[src/rtl/vga_timing_pkg.sv]
// Shared VGA timing constants (640x480@60 defaults) and small helpers
// used for totals and sync-window decode.
package vga_timing_pkg;
  localparam int DEF_H_ACTIVE = 640;
  localparam int DEF_H_FP     = 16;
  localparam int DEF_H_SYNC   = 96;
  localparam int DEF_H_BP     = 48;
  localparam int DEF_V_ACTIVE = 480;
  localparam int DEF_V_FP     = 10;
  localparam int DEF_V_SYNC   = 2;
  localparam int DEF_V_BP     = 33;

  function automatic int total(input int a, input int fp, input int s, input int bp);
    return a + fp + s + bp;
  endfunction

  // Half-open window: lo <= cnt < hi
  function automatic bit in_range(input int cnt, input int lo, input int hi);
    return (cnt >= lo) && (cnt < hi);
  endfunction
endpackage

[src/rtl/vga_timing_gen_pix_tick.sv]
// Pixel-rate prescaler: one pix_tick every CLK_DIV enabled system clocks.
module pix_tick_gen #(
  parameter int CLK_DIV = 1
) (
  input  logic clk,
  input  logic reset,
  input  logic en,
  output logic pix_tick
);
  // Keep a 1-bit counter even for CLK_DIV=1; it stays at 0 so pix_tick == en.
  localparam int DW = (CLK_DIV > 1) ? $clog2(CLK_DIV) : 1;
  localparam logic [DW-1:0] DIV_MAX = DW'(CLK_DIV - 1);

  logic [DW-1:0] div;

  always_ff @(posedge clk or posedge reset) begin
    if (reset)   div <= '0;
    else if (en) div <= (div == DIV_MAX) ? '0 : div + 1'b1;
  end

  assign pix_tick = en && (div == DIV_MAX);
endmodule

[src/rtl/vga_timing_gen.sv]
// Parametrised VGA sync/timing generator: h/v counters, sync/draw decode,
// and line/frame start pulses, all registered from the next counter values.
module vga_timing_gen
  import vga_timing_pkg::*;
#(
  parameter int H_ACTIVE = DEF_H_ACTIVE,
  parameter int H_FP     = DEF_H_FP,
  parameter int H_SYNC   = DEF_H_SYNC,
  parameter int H_BP     = DEF_H_BP,
  parameter int V_ACTIVE = DEF_V_ACTIVE,
  parameter int V_FP     = DEF_V_FP,
  parameter int V_SYNC   = DEF_V_SYNC,
  parameter int V_BP     = DEF_V_BP,
  parameter bit H_POL    = 1'b0,
  parameter bit V_POL    = 1'b0,
  parameter int CLK_DIV  = 1,
  parameter int X_W      = 10,
  parameter int Y_W      = 10
) (
  input  logic           clk,
  input  logic           reset,
  input  logic           en,
  output logic           hsync,
  output logic           vsync,
  output logic           draw,
  output logic [X_W-1:0] x,
  output logic [Y_W-1:0] y,
  output logic           line_start,
  output logic           frame_start
);
  localparam int H_TOTAL = total(H_ACTIVE, H_FP, H_SYNC, H_BP);
  localparam int V_TOTAL = total(V_ACTIVE, V_FP, V_SYNC, V_BP);
  localparam int HS_LO   = H_ACTIVE + H_FP;
  localparam int VS_LO   = V_ACTIVE + V_FP;
  localparam logic [X_W-1:0] H_LAST = X_W'(H_TOTAL - 1);
  localparam logic [Y_W-1:0] V_LAST = Y_W'(V_TOTAL - 1);

  generate
    if (X_W < $clog2(H_TOTAL) || Y_W < $clog2(V_TOTAL) || CLK_DIV < 1) begin : g_bad_cfg
      $error("vga_timing_gen: X_W/Y_W too narrow for totals or CLK_DIV < 1");
    end
  endgenerate

  logic           pix_tick;
  logic [X_W-1:0] h, h_nxt;
  logic [Y_W-1:0] v, v_nxt;

  pix_tick_gen #(.CLK_DIV(CLK_DIV)) u_pix_tick (
    .clk      (clk),
    .reset    (reset),
    .en       (en),
    .pix_tick (pix_tick)
  );

  always_comb begin
    h_nxt = h;
    v_nxt = v;
    if (pix_tick) begin
      if (h == H_LAST) begin
        h_nxt = '0;
        v_nxt = (v == V_LAST) ? '0 : v + 1'b1;
      end else begin
        h_nxt = h + 1'b1;
      end
    end
  end

  // Decode from h_nxt/v_nxt so every output lines up with the counters.
  always_ff @(posedge clk or posedge reset) begin
    if (reset) begin
      h           <= H_LAST;
      v           <= V_LAST;
      hsync       <= ~H_POL;
      vsync       <= ~V_POL;
      draw        <= 1'b0;
      line_start  <= 1'b0;
      frame_start <= 1'b0;
    end else begin
      h           <= h_nxt;
      v           <= v_nxt;
      hsync       <= in_range(int'(h_nxt), HS_LO, HS_LO + H_SYNC) ? H_POL : ~H_POL;
      vsync       <= in_range(int'(v_nxt), VS_LO, VS_LO + V_SYNC) ? V_POL : ~V_POL;
      draw        <= (int'(h_nxt) < H_ACTIVE) && (int'(v_nxt) < V_ACTIVE);
      line_start  <= pix_tick && (h_nxt == '0);
      frame_start <= pix_tick && (h_nxt == '0) && (v_nxt == '0);
    end
  end

  assign x = h;
  assign y = v;
endmodule
[config.mk]
export PLATFORM = sky130hd
export DESIGN_NAME = vga_timing_gen
export DESIGN_NICKNAME = d
export VERILOG_FILES = /design/src/rtl/vga_timing_pkg.sv /design/src/rtl/vga_timing_gen_pix_tick.sv /design/src/rtl/vga_timing_gen.sv
export SDC_FILE = /design/constraint.sdc
export NUM_CORES = 1
export LEC_CHECK = 0
export CAP_MARGIN = 0
export CORE_MARGIN = 3
export CORE_UTILIZATION = 40
export CTS_BUF_LIST = sky130_fd_sc_hd__clkbuf_4 sky130_fd_sc_hd__clkbuf_8
export DETAILED_ROUTE_END_ITERATION = 8
export GPL_ROUTABILITY_DRIVEN = 1
export PLACE_DENSITY = 0.66
export SLEW_MARGIN = 20
export SYNTH_ARGS = -nofsm -noshare
export SYNTH_HDL_FRONTEND = slang
export SYNTH_SLANG_ARGS = --single-unit
[constraint.sdc]
create_clock -name clk -period 8.6 [get_ports clk]
set_clock_uncertainty 0.05 [all_clocks]
set_input_delay 2.58 -clock clk [delete_from_list [all_inputs] [get_ports clk]]
set_output_delay 2.58 -clock clk [all_outputs]
set_load 0.02 [all_outputs]
* Word-level counts from Yosys, hierarchy flattened
Cells that the tools add are included.
Cells by class: add/subtract/negate cells 3, magnitude comparators 6, equality and inequality tests 2, muxes and demuxes 8, bitwise logic cells 1, reduce and logical (&&, ||, !) cells 8
Operators by type and width (count):
- $mux W10 | 5
- $add A10 B1 Y10 const B | 2
- $eq A10 B10 Y1 const B | 2
- $logic_not A10 Y1 | 2
- $lt A10 B10 Y1 const B | 2
- $lt A10 B9 Y1 const B | 2
- $ge A10 B10 Y1 const B | 1
- $ge A10 B9 Y1 const B | 1
- $logic_and A1 B1 Y1 | 6
- $mux W1 | 3
- $add A1 B1 Y1 const B | 1
- $not A1 Y1 | 1
Storage, ports and cells: flip-flop bits (word level) 26, bits of input ports 3, output and inout port bits 25, word-level logic and storage cells 36

* Depth between registers and ports, before layout
Gate-level depths: netlist of run 1.
depth after elaboration 7, mapped depth 9, gate-level depth less buffers 8

* By module
From an unflattened synthesis of run 1, not the netlist that was laid out.
Second synthesis, totals: cell total of the unflattened synthesis 164, area total of the unflattened synthesis 1526.5 µm²
Modules (own cells, without submodules):
- vga_timing_gen | instances 1, cells each 163, area each 1519.0 µm², seq. area each 640.6 µm²
- pix_tick_gen | instances 1, cells each 1, area each 7.5 µm², seq. area each 0.0 µm²

* Worst setup path before layout of run 1
No wires, ideal clock.
path type input to register, start point input port en, end point register frame_start, library setup time 107 ps, arrival time 4534 ps, required time 8443 ps, path slack 3909 ps, stages 7, buffers on the path 1, cell sequence nand3_1 or3_1 buf_2 o31a_1 or2_1 or4b_4 a2111oi_4
Between the ends: elaborated cells between the ends (all ways) 7, classes of those cells mux: 2; reduce/logical: 5
RTL lines:
- from (decl) | RTL line vga_timing_gen.sv:22 | input logic en,
- $logic_and A1 B1 Y1 | RTL line vga_timing_gen_pix_tick.sv:21 | assign pix_tick = en && (div == DIV_MAX);
- $mux W10 | RTL line vga_timing_gen.sv:58 | if (pix_tick) begin
- via v_nxt[5] | RTL line vga_timing_gen.sv:46 | logic [Y_W-1:0] v, v_nxt;
- $logic_not A10 Y1 | RTL line vga_timing_gen.sv:85 | frame_start <= pix_tick && (h_nxt == '0) && (v_nxt == '0);
- $logic_and A1 B1 Y1 | RTL line vga_timing_gen.sv:85
- to (signal assigned) | RTL line vga_timing_gen.sv:85
- to (decl) | RTL line vga_timing_gen.sv:29 | output logic frame_start
The timed path passes the listed nets, and every way through them passes these cells. A chain may end at the register's enable or synchronous reset.

* Final worst setup path of run 1
Same ends and word-level chain as after synthesis.

==> metrics.sh, run 1 <==
STATUS='finished clean'
GLOBALROUTE.TOTALOVERFLOW=0
YOSYSTOPAREACELL='dfrtp_1'
TIMING.CRITICAL_PATH.REQUIRED_NS=8.72
COMMONEST_NON_FILL_NON_TAP_CELLS_IN_THE_LAYOUT='clkdlybuf4s50_1, nand2_1, dfrtp_1'
LAYOUT_MIN_CYCLE_TIME_NS=5.251
ROUTE.DETAILED.DRC=0
CTSHTREEMAXLEVEL=1
NETLIST.AREA_LEADER.SHARE_PCT=21.87
WORST_PIN_SLEW_NS=0.9293
FINALSETUPVIOLATIONS=0
START_UTIL_PCT=42.89
SYNTHFLOPTYPE='dfrtp_1'
GRT_BUSIEST_LAYER='met2'
DRV.MAX_CAP_VIOLATION_COUNT=0
MOSTFREQUENTLAYOUTCELL='clkdlybuf4s50_1'
NUM_ANTENNA_CELLS=0
LAYOUT-DRIVE-GT1-SHARE_PCT=12.50
VDD.IR_DROP.WORST_mV=0.1408
CTS.REPAIR.RESIZED=0
CORE-AREA_UM2=3468
SYNTH_SEQ_CELLS=25
FINALINSTANCEAREA_UM2=1829
DRT_ITER0_DRC=75
YOSYS_WARNINGS=0
END_KIND='register'
HOLD_VIOLATIONS=0
POWER.STATIC_LEAKAGE_nW=0.7337
TIMING.FMAX_MHz=190.4
ANTENNA_FOUND_INITIAL=0
GRT_START_MAX_NET_PINS=26
SYNTH_EDF_COUNT=0
FF2FF_SETUP_SLACK_NS=5.37
TOTALNEGATIVESETUPSLACK_NS=0
MAXSLEWVIOLCOUNT=0
DIE_HEIGHT_UM=66.99
POST_DRT_WL_PER_CELL_UM=15.07
DIE_WIDTH_UM=66.99
DRT_WL_TOTAL_MM=3.467
POWER_PER_CELL_AREA_nW_PER_UM2=201.8
POSTSYNTH.ASYNCRESETSHARE_PCT=100.0
PORTBUFFERS=27
LAYOUT.NETS=191
WORST_SKEW_PAIR_LATENCY_NS=0.27
CLOCK_PIN_SLEW_OF_THE_REGISTERS_ON_THE_WORST_CASE_SETUP_AND_HOLD_PATHS_NS=0.09
NETLIST_INSTANCES=161
SYNTH.LIB_CELLS_USED.DISTINCT=45
YS_SEQ_AREA_SHARE_PCT=43.06
ROWS=21
UNREPAIRED_SETUP_ENDPOINTS_AFTER_GLOBAL_ROUTING='false'
GLOBAL_ROUTING_USAGE_ON_MET1_PCT=21.34
GRT_FIRST_PASS_WIRELENGTH_MM=5.871
MAX-CLOCK-PATH-BUFFERS=2
GLOBALROUTETOTALUTIL_PCT=17.25
ANT_NETS=0
GRT.MET3_USAGE_PCT=2.024
HOLD_BUFFERS=0
POST-CTS-SETUP-BUFFERS=0
CTS_TREE='yes'
SINK_COUNT=25
GPL.FINAL_WEIGHTED_CONGESTION=0.8384
WORST_HOLD_PATH_TYPE='reg -> reg'
DPL.HPWL_MM=2.581
SYNTH_TOP_CELLS_BY_AREA='dfrtp_1, dfstp_2, nand2_1'
VIA_COUNT_OF_THE_FIRST_GLOBAL_ROUTING_PASS=1325
FINAL_MIN_PERIOD_OVER_CLOCK_PERIOD_PCT=61.06
TIMING.SLEW.HEADROOM_PCT=37.98
DETAILROUTE.VIA_COUNT=1301
SYN_NETS=167
VIAS_PER_CELL=5.657
SETUP.WORST_PATH.START_CLASS='input port'
ROOT_BUFFER='clkbuf_8'
DIE_AREA_UM2=4487
IO_PINS=28
ARRIVAL_TIME_OF_DATA_AT_THE_CRITICAL_PATH_ENDPOINT_NS=5.37
SYNTHESIS.AREA_UM2=1488
SYN-MEAN-INSTANCE-AREA_UM2=9.240
AREA_GROWTH_PCT=22.96
WORST-SETUP-PATH-TYPE='in -> reg'
POST_DP_CELL_AREA_UM2=1783
DRT_FIRST_PASS_ITERS=4
GRT.MET2_USAGE_PCT=29.58
CTS_BUF_COUNT=3
CP_MAX_FO=11
## layer usage
metal	wire (um)	share of wire, %	vias up
met3	168	4.8	8
met4	70	2.0	0
li1	-	-	628
met2	1708	49	44
met5	0	0	-
met1	1518	44	621
## registers in the layout (all words and copies together) (netlist names)
| register | flops |
|---|---|
| hsync | 1 |
| line_start | 1 |
| draw | 1 |
| vsync | 1 |
| y | 10 |
| x | 10 |
| frame_start | 1 |
## layout make-up
class	instances	area [um2]
Clock buffer	3	41.29
Clock inverter	1	5.005
Fill cell	353	1639
Inverter	11	41.29
Multi-Input combinational cell	117	773.2
Sequential cell	25	640.6
Tap cell	46	57.56
Timing Repair Buffer	27	270.3
## worst max-delay path, cell delays in order
cell and delay (ns):
clkdlybuf4s50_1 0.67, nand3_1 0.22, or3_1 0.48, o31a_1 0.32
or2_1 0.24, or4b_4 0.53, a2111oi_4 0.32
## synth_stat cells, types with 2 or more instances
cell type / number
a31oi_1: 3
and3_1: 4
buf_2: 2
clkbuf_1: 6
dfrtp_1: 13
dfstp_2: 12
ha_1: 3
inv_1: 11
mux2_2: 3
nand2_1: 16
nand2b_1: 3
nand3_1: 6
nand4_1: 8
nor2_1: 5
nor2b_1: 3
nor3_1: 9
nor4_1: 5
o21ai_0: 9
o22ai_1: 3
or3_1: 4
xnor2_1: 6
xor2_1: 4
## path summary, 6_finish.rpt
kind,from,endpoint,cells after the start
max in group asynchronous,reset,y[0]$_DFF_PP0_,2
worst min-delay path,x[1]$_DFF_PP1_,x[1]$_DFF_PP1_,2
worst min register to register,x[1]$_DFF_PP1_,x[1]$_DFF_PP1_,2
worst max-delay path,en,frame_start$_DFF_PP0_,7
min in group asynchronous,reset,x[7]$_DFF_PP0_,2
worst max register to register,x[9]$_DFF_PP1_,frame_start$_DFF_PP0_,6
## cells by family (layout without fill, tap and decap cells)
group,after synthesis,after routing,synth area share [%]
and+or+nand+nor,72,72,26.83
buffers and inverters,19,42,4.962
muxes,4,4,2.944
AOI/OAI and AO/OA,28,28,13.79
xor gates and xnor gates,10,10,5.887
adders and majority gates,3,3,2.523
DFF,25,25,43.06
## metrics by stage
step	power [mW]	utilization, %	cells	hold slack (ns)	setup WS (ns)
3_3_place_gp	0.2964	51.41	226	0.4535	3.137
5_1_grt	0.3961	52.74	230	0.4919	3.213
3_5_place_dp	0.3007	51.41	226	0.4600	3.081
4_1_cts	0.3730	52.74	230	0.4745	3.370
2_1_floorplan	0.2526	-	161	0.4813	3.909
6_report	0.3691	52.74	230	0.4725	3.349
## power breakdown
| part | internal (mW) | switching, mW |
|---|---|---|
| clock network | 0.0324 | 0.0366 |
| registers | 0.142 | 0.0311 |
| logic | 0.0591 | 0.0678 |
Note: power is estimated with default switching activity, not from simulation.
==> inputs of run 2 (changes only) <==
--- a/config.mk
+++ b/config.mk
@@ -11,7 +11,7 @@
 export CTS_BUF_LIST = sky130_fd_sc_hd__clkbuf_4 sky130_fd_sc_hd__clkbuf_8
 export DETAILED_ROUTE_END_ITERATION = 8
 export GPL_ROUTABILITY_DRIVEN = 1
-export PLACE_DENSITY = 0.66
+export PLACE_DENSITY = 0.68
 export SLEW_MARGIN = 20
 export SYNTH_ARGS = -nofsm -noshare
 export SYNTH_HDL_FRONTEND = slang
==> constraint.sdc (replaced) <==
create_clock -name clk -period 4.55 [get_ports clk]
set_clock_uncertainty 0.05 [all_clocks]
set_input_delay 1.365 -clock clk [delete_from_list [all_inputs] [get_ports clk]]
set_output_delay 1.365 -clock clk [all_outputs]
set_load 0.02 [all_outputs]
==> metrics.sh, run 2 (synthesis results as in run 1) <==
ROWS=21  # unchanged
ARRIVAL_TIME_OF_DATA_AT_THE_CRITICAL_PATH_ENDPOINT_NS=3.88  # -1.49 ns
ANT_NETS=0  # unchanged
FINAL_MIN_PERIOD_OVER_CLOCK_PERIOD_PCT=82.70
START_UTIL_PCT=42.89  # unchanged
SETUP.WORST_PATH.START_CLASS='input port'
END_KIND='register'
HOLD_BUFFERS=0  # unchanged
DETAILROUTE.VIA_COUNT=1333  # +2.5%
FILLERINSTANCES=339  # -4.0%
DPL.HPWL_MM=2.541  # -1.5%
LAYOUT.NETS=193  # +1.0%
P_INT_mW=0.4418  # +89%
VDD.IR_DROP.WORST_mV=0.2836  # +100%
FF2FF_SETUP_SLACK_NS=1.35  # -4.02 ns
ROUTE.DETAILED.DRC=0  # unchanged
WORST_SLACK_NS=0.7873  # -2.561 ns
DIE_AREA_UM2=4487  # unchanged
RR_WORST_DEPTH=6  # unchanged
DRT_WL_TOTAL_MM=3.357  # -3.2%
POST_DRT_WL_PER_CELL_UM=14.47  # -4.0%
COMBINATIONALPOWERSHARE_PCT=34.2  # -0.2 points
IO_PINS=28  # unchanged
MAXSLEWVIOLCOUNT=0  # unchanged
FINALSETUPVIOLATIONS=0  # unchanged
GRT_START_MAX_NET_PINS=26  # unchanged
WORST_PIN_SLEW_NS=0.9042  # -0.02506 ns
SINK_COUNT=25  # unchanged
COMMONEST_NON_FILL_NON_TAP_CELLS_IN_THE_LAYOUT='clkdlybuf4s50_1, nand2_1, dfrtp_1'
LAYOUT_MIN_CYCLE_TIME_NS=3.763
UNREPAIRED_SETUP_ENDPOINTS_AFTER_GLOBAL_ROUTING='false'
MOSTFREQUENTLAYOUTCELL='clkdlybuf4s50_1'
CLOCK_PIN_SLEW_OF_THE_REGISTERS_ON_THE_WORST_CASE_SETUP_AND_HOLD_PATHS_NS=0.08  # about the same
DRV.MAX_CAP_VIOLATION_COUNT=0  # unchanged
WORST_HOLD_PATH_TYPE='reg -> reg'
POWER.STATIC_LEAKAGE_nW=0.7439  # +1.4%
POWER.SWITCHING_mW=0.2473  # +83%
TIMING.FMAX_MHz=265.8
GLOBALROUTE.TOTALOVERFLOW=0  # unchanged
DIE_WIDTH_UM=66.99  # unchanged
AREA_GROWTH_PCT=23.97
STATUS='finished clean'
POST-CTS-SETUP-BUFFERS=0  # unchanged
CTSHTREEMAXLEVEL=1  # unchanged
CORE-AREA_UM2=3468  # unchanged
VIA_COUNT_OF_THE_FIRST_GLOBAL_ROUTING_PASS=1267  # -4.4%
NUM_ANTENNA_CELLS=0  # unchanged
CTS_TREE='yes'
AREA.SEQUENTIAL_UM2=640.6  # unchanged
TIMING.SLEW.HEADROOM_PCT=39.65  # +1.7 points
DIE_HEIGHT_UM=66.99  # unchanged
R2R-START='x[9]$_DFF_PP1_'
LAYOUT-DRIVE-GT1-SHARE_PCT=13.44  # +0.94 points
CP-STARTPOINT='en'
POWER_PER_CELL_AREA_nW_PER_UM2=373.7  # +85%
PRE_CTS_SLACK_NS=0.5111  # -2.570 ns
CP_MAX_FO=6  # -5
P_CLK_SHARE_PCT=18.1  # -0.6 points
VIAS_PER_CELL=5.746  # +1.6%
HOLD_START='x[1]$_DFF_PP1_'
REG2REG_TO='frame_start$_DFF_PP0_'
GLOBALROUTETOTALUTIL_PCT=17.10  # -0.14 points
CTS_BUF_COUNT=3  # unchanged
MULTIINPUTGATEAREA_UM2=773.2  # unchanged
HOLD_VIOLATIONS=0  # unchanged
ANTENNA_FOUND_INITIAL=0  # unchanged
SWITCHING_SHARE_PCT=35.89  # -0.81 points
DRT_ITER0_DRC=76  # +1.3%
POWER_FRAC_SEQ_PCT=47.6  # +0.7 points
PORTBUFFERS=27  # unchanged
GRT_FIRST_PASS_WIRELENGTH_MM=5.913  # +0.72%
CTS.REPAIR.RESIZED=0  # unchanged
MAX-CLOCK-PATH-BUFFERS=2  # unchanged
DRT_FIRST_PASS_ITERS=4  # unchanged
WORST-SETUP-PATH-TYPE='in -> reg'
GPL.FINAL_WEIGHTED_CONGESTION=0.8300  # -1.0%
ROOT_BUFFER='clkbuf_8'
TIMING.CRITICAL_PATH.REQUIRED_NS=4.66  # -4.06 ns
WORST_SKEW_PAIR_LATENCY_NS=0.26  # about the same
TOTALNEGATIVESETUPSLACK_NS=0  # unchanged
WORSTSETUPENDPOINT='frame_start$_DFF_PP0_'
-- run 2: changes by cell type in the layout (fill, tap and decap cells not counted) --
cell and delta:
buf_4 +2
-- run 2: per-layer routing --
layer / part of all wire [%] / GRT usage (%)
met2: 50 / 28.34
met3: 4.1 / 2.361
met1: 45 / 22.49
met5: 0 / 0
met4: 1.4 / 6.329
-- run 2: final cells by class --
type                            instances  area share, %
Inverter                               11          2.239
Timing Repair Buffer                   29          15.47
Sequential cell                        25          34.74
Clock inverter                          1         0.2714
Multi-Input combinational cell        117          41.93
Tap cell                               46          3.121
Clock buffer                            3          2.239
-- run 2: worst min-delay path by stage --
stage | end | slack [ns] | depth (start not counted)
after global placement | x[1]$_DFF_PP1_ | 0.45 | 2
final | x[1]$_DFF_PP1_ | 0.48 | 2
after CTS | x[1]$_DFF_PP1_ | 0.49 | 2
after detailed placement | x[1]$_DFF_PP1_ | 0.48 | 2
after floorplan | x[1]$_DFF_PP1_ | 0.48 | 2
after global routing | x[1]$_DFF_PP1_ | 0.51 | 2
-- run 2: critical path: stages --
cell	delay, ns
clkdlybuf4s50_1	0.49
nand3_1	0.16
or3_1	0.47
o31a_1	0.32
or2_1	0.24
or4b_4	0.53
a2111oi_4	0.31
-- run 2: power groups by stage --
stage,sequential (mW),combinational (mW),clock [mW]
after floorplan,0.340,0.138,0
after global placement,0.328,0.233,0
after detailed placement,0.332,0.236,0
after CTS,0.329,0.237,0.135
after global routing,0.338,0.262,0.148
final,0.328,0.236,0.125
-- run 2: stage by stage --
stage | hold slack, ns | std cells | total power, mW | utilization [%] | area [um2]
floorplan | 0.4813 | 161 | 0.4775 | - | 1488
global placement | 0.4459 | 228 | 0.5611 | 51.84 | 1798
detailed placement | 0.4752 | 228 | 0.5679 | 51.84 | 1798
CTS | 0.4893 | 232 | 0.7006 | 53.17 | 1844
global route | 0.5064 | 232 | 0.7476 | 53.17 | 1844
finish | 0.4832 | 232 | 0.6891 | 53.17 | 1844
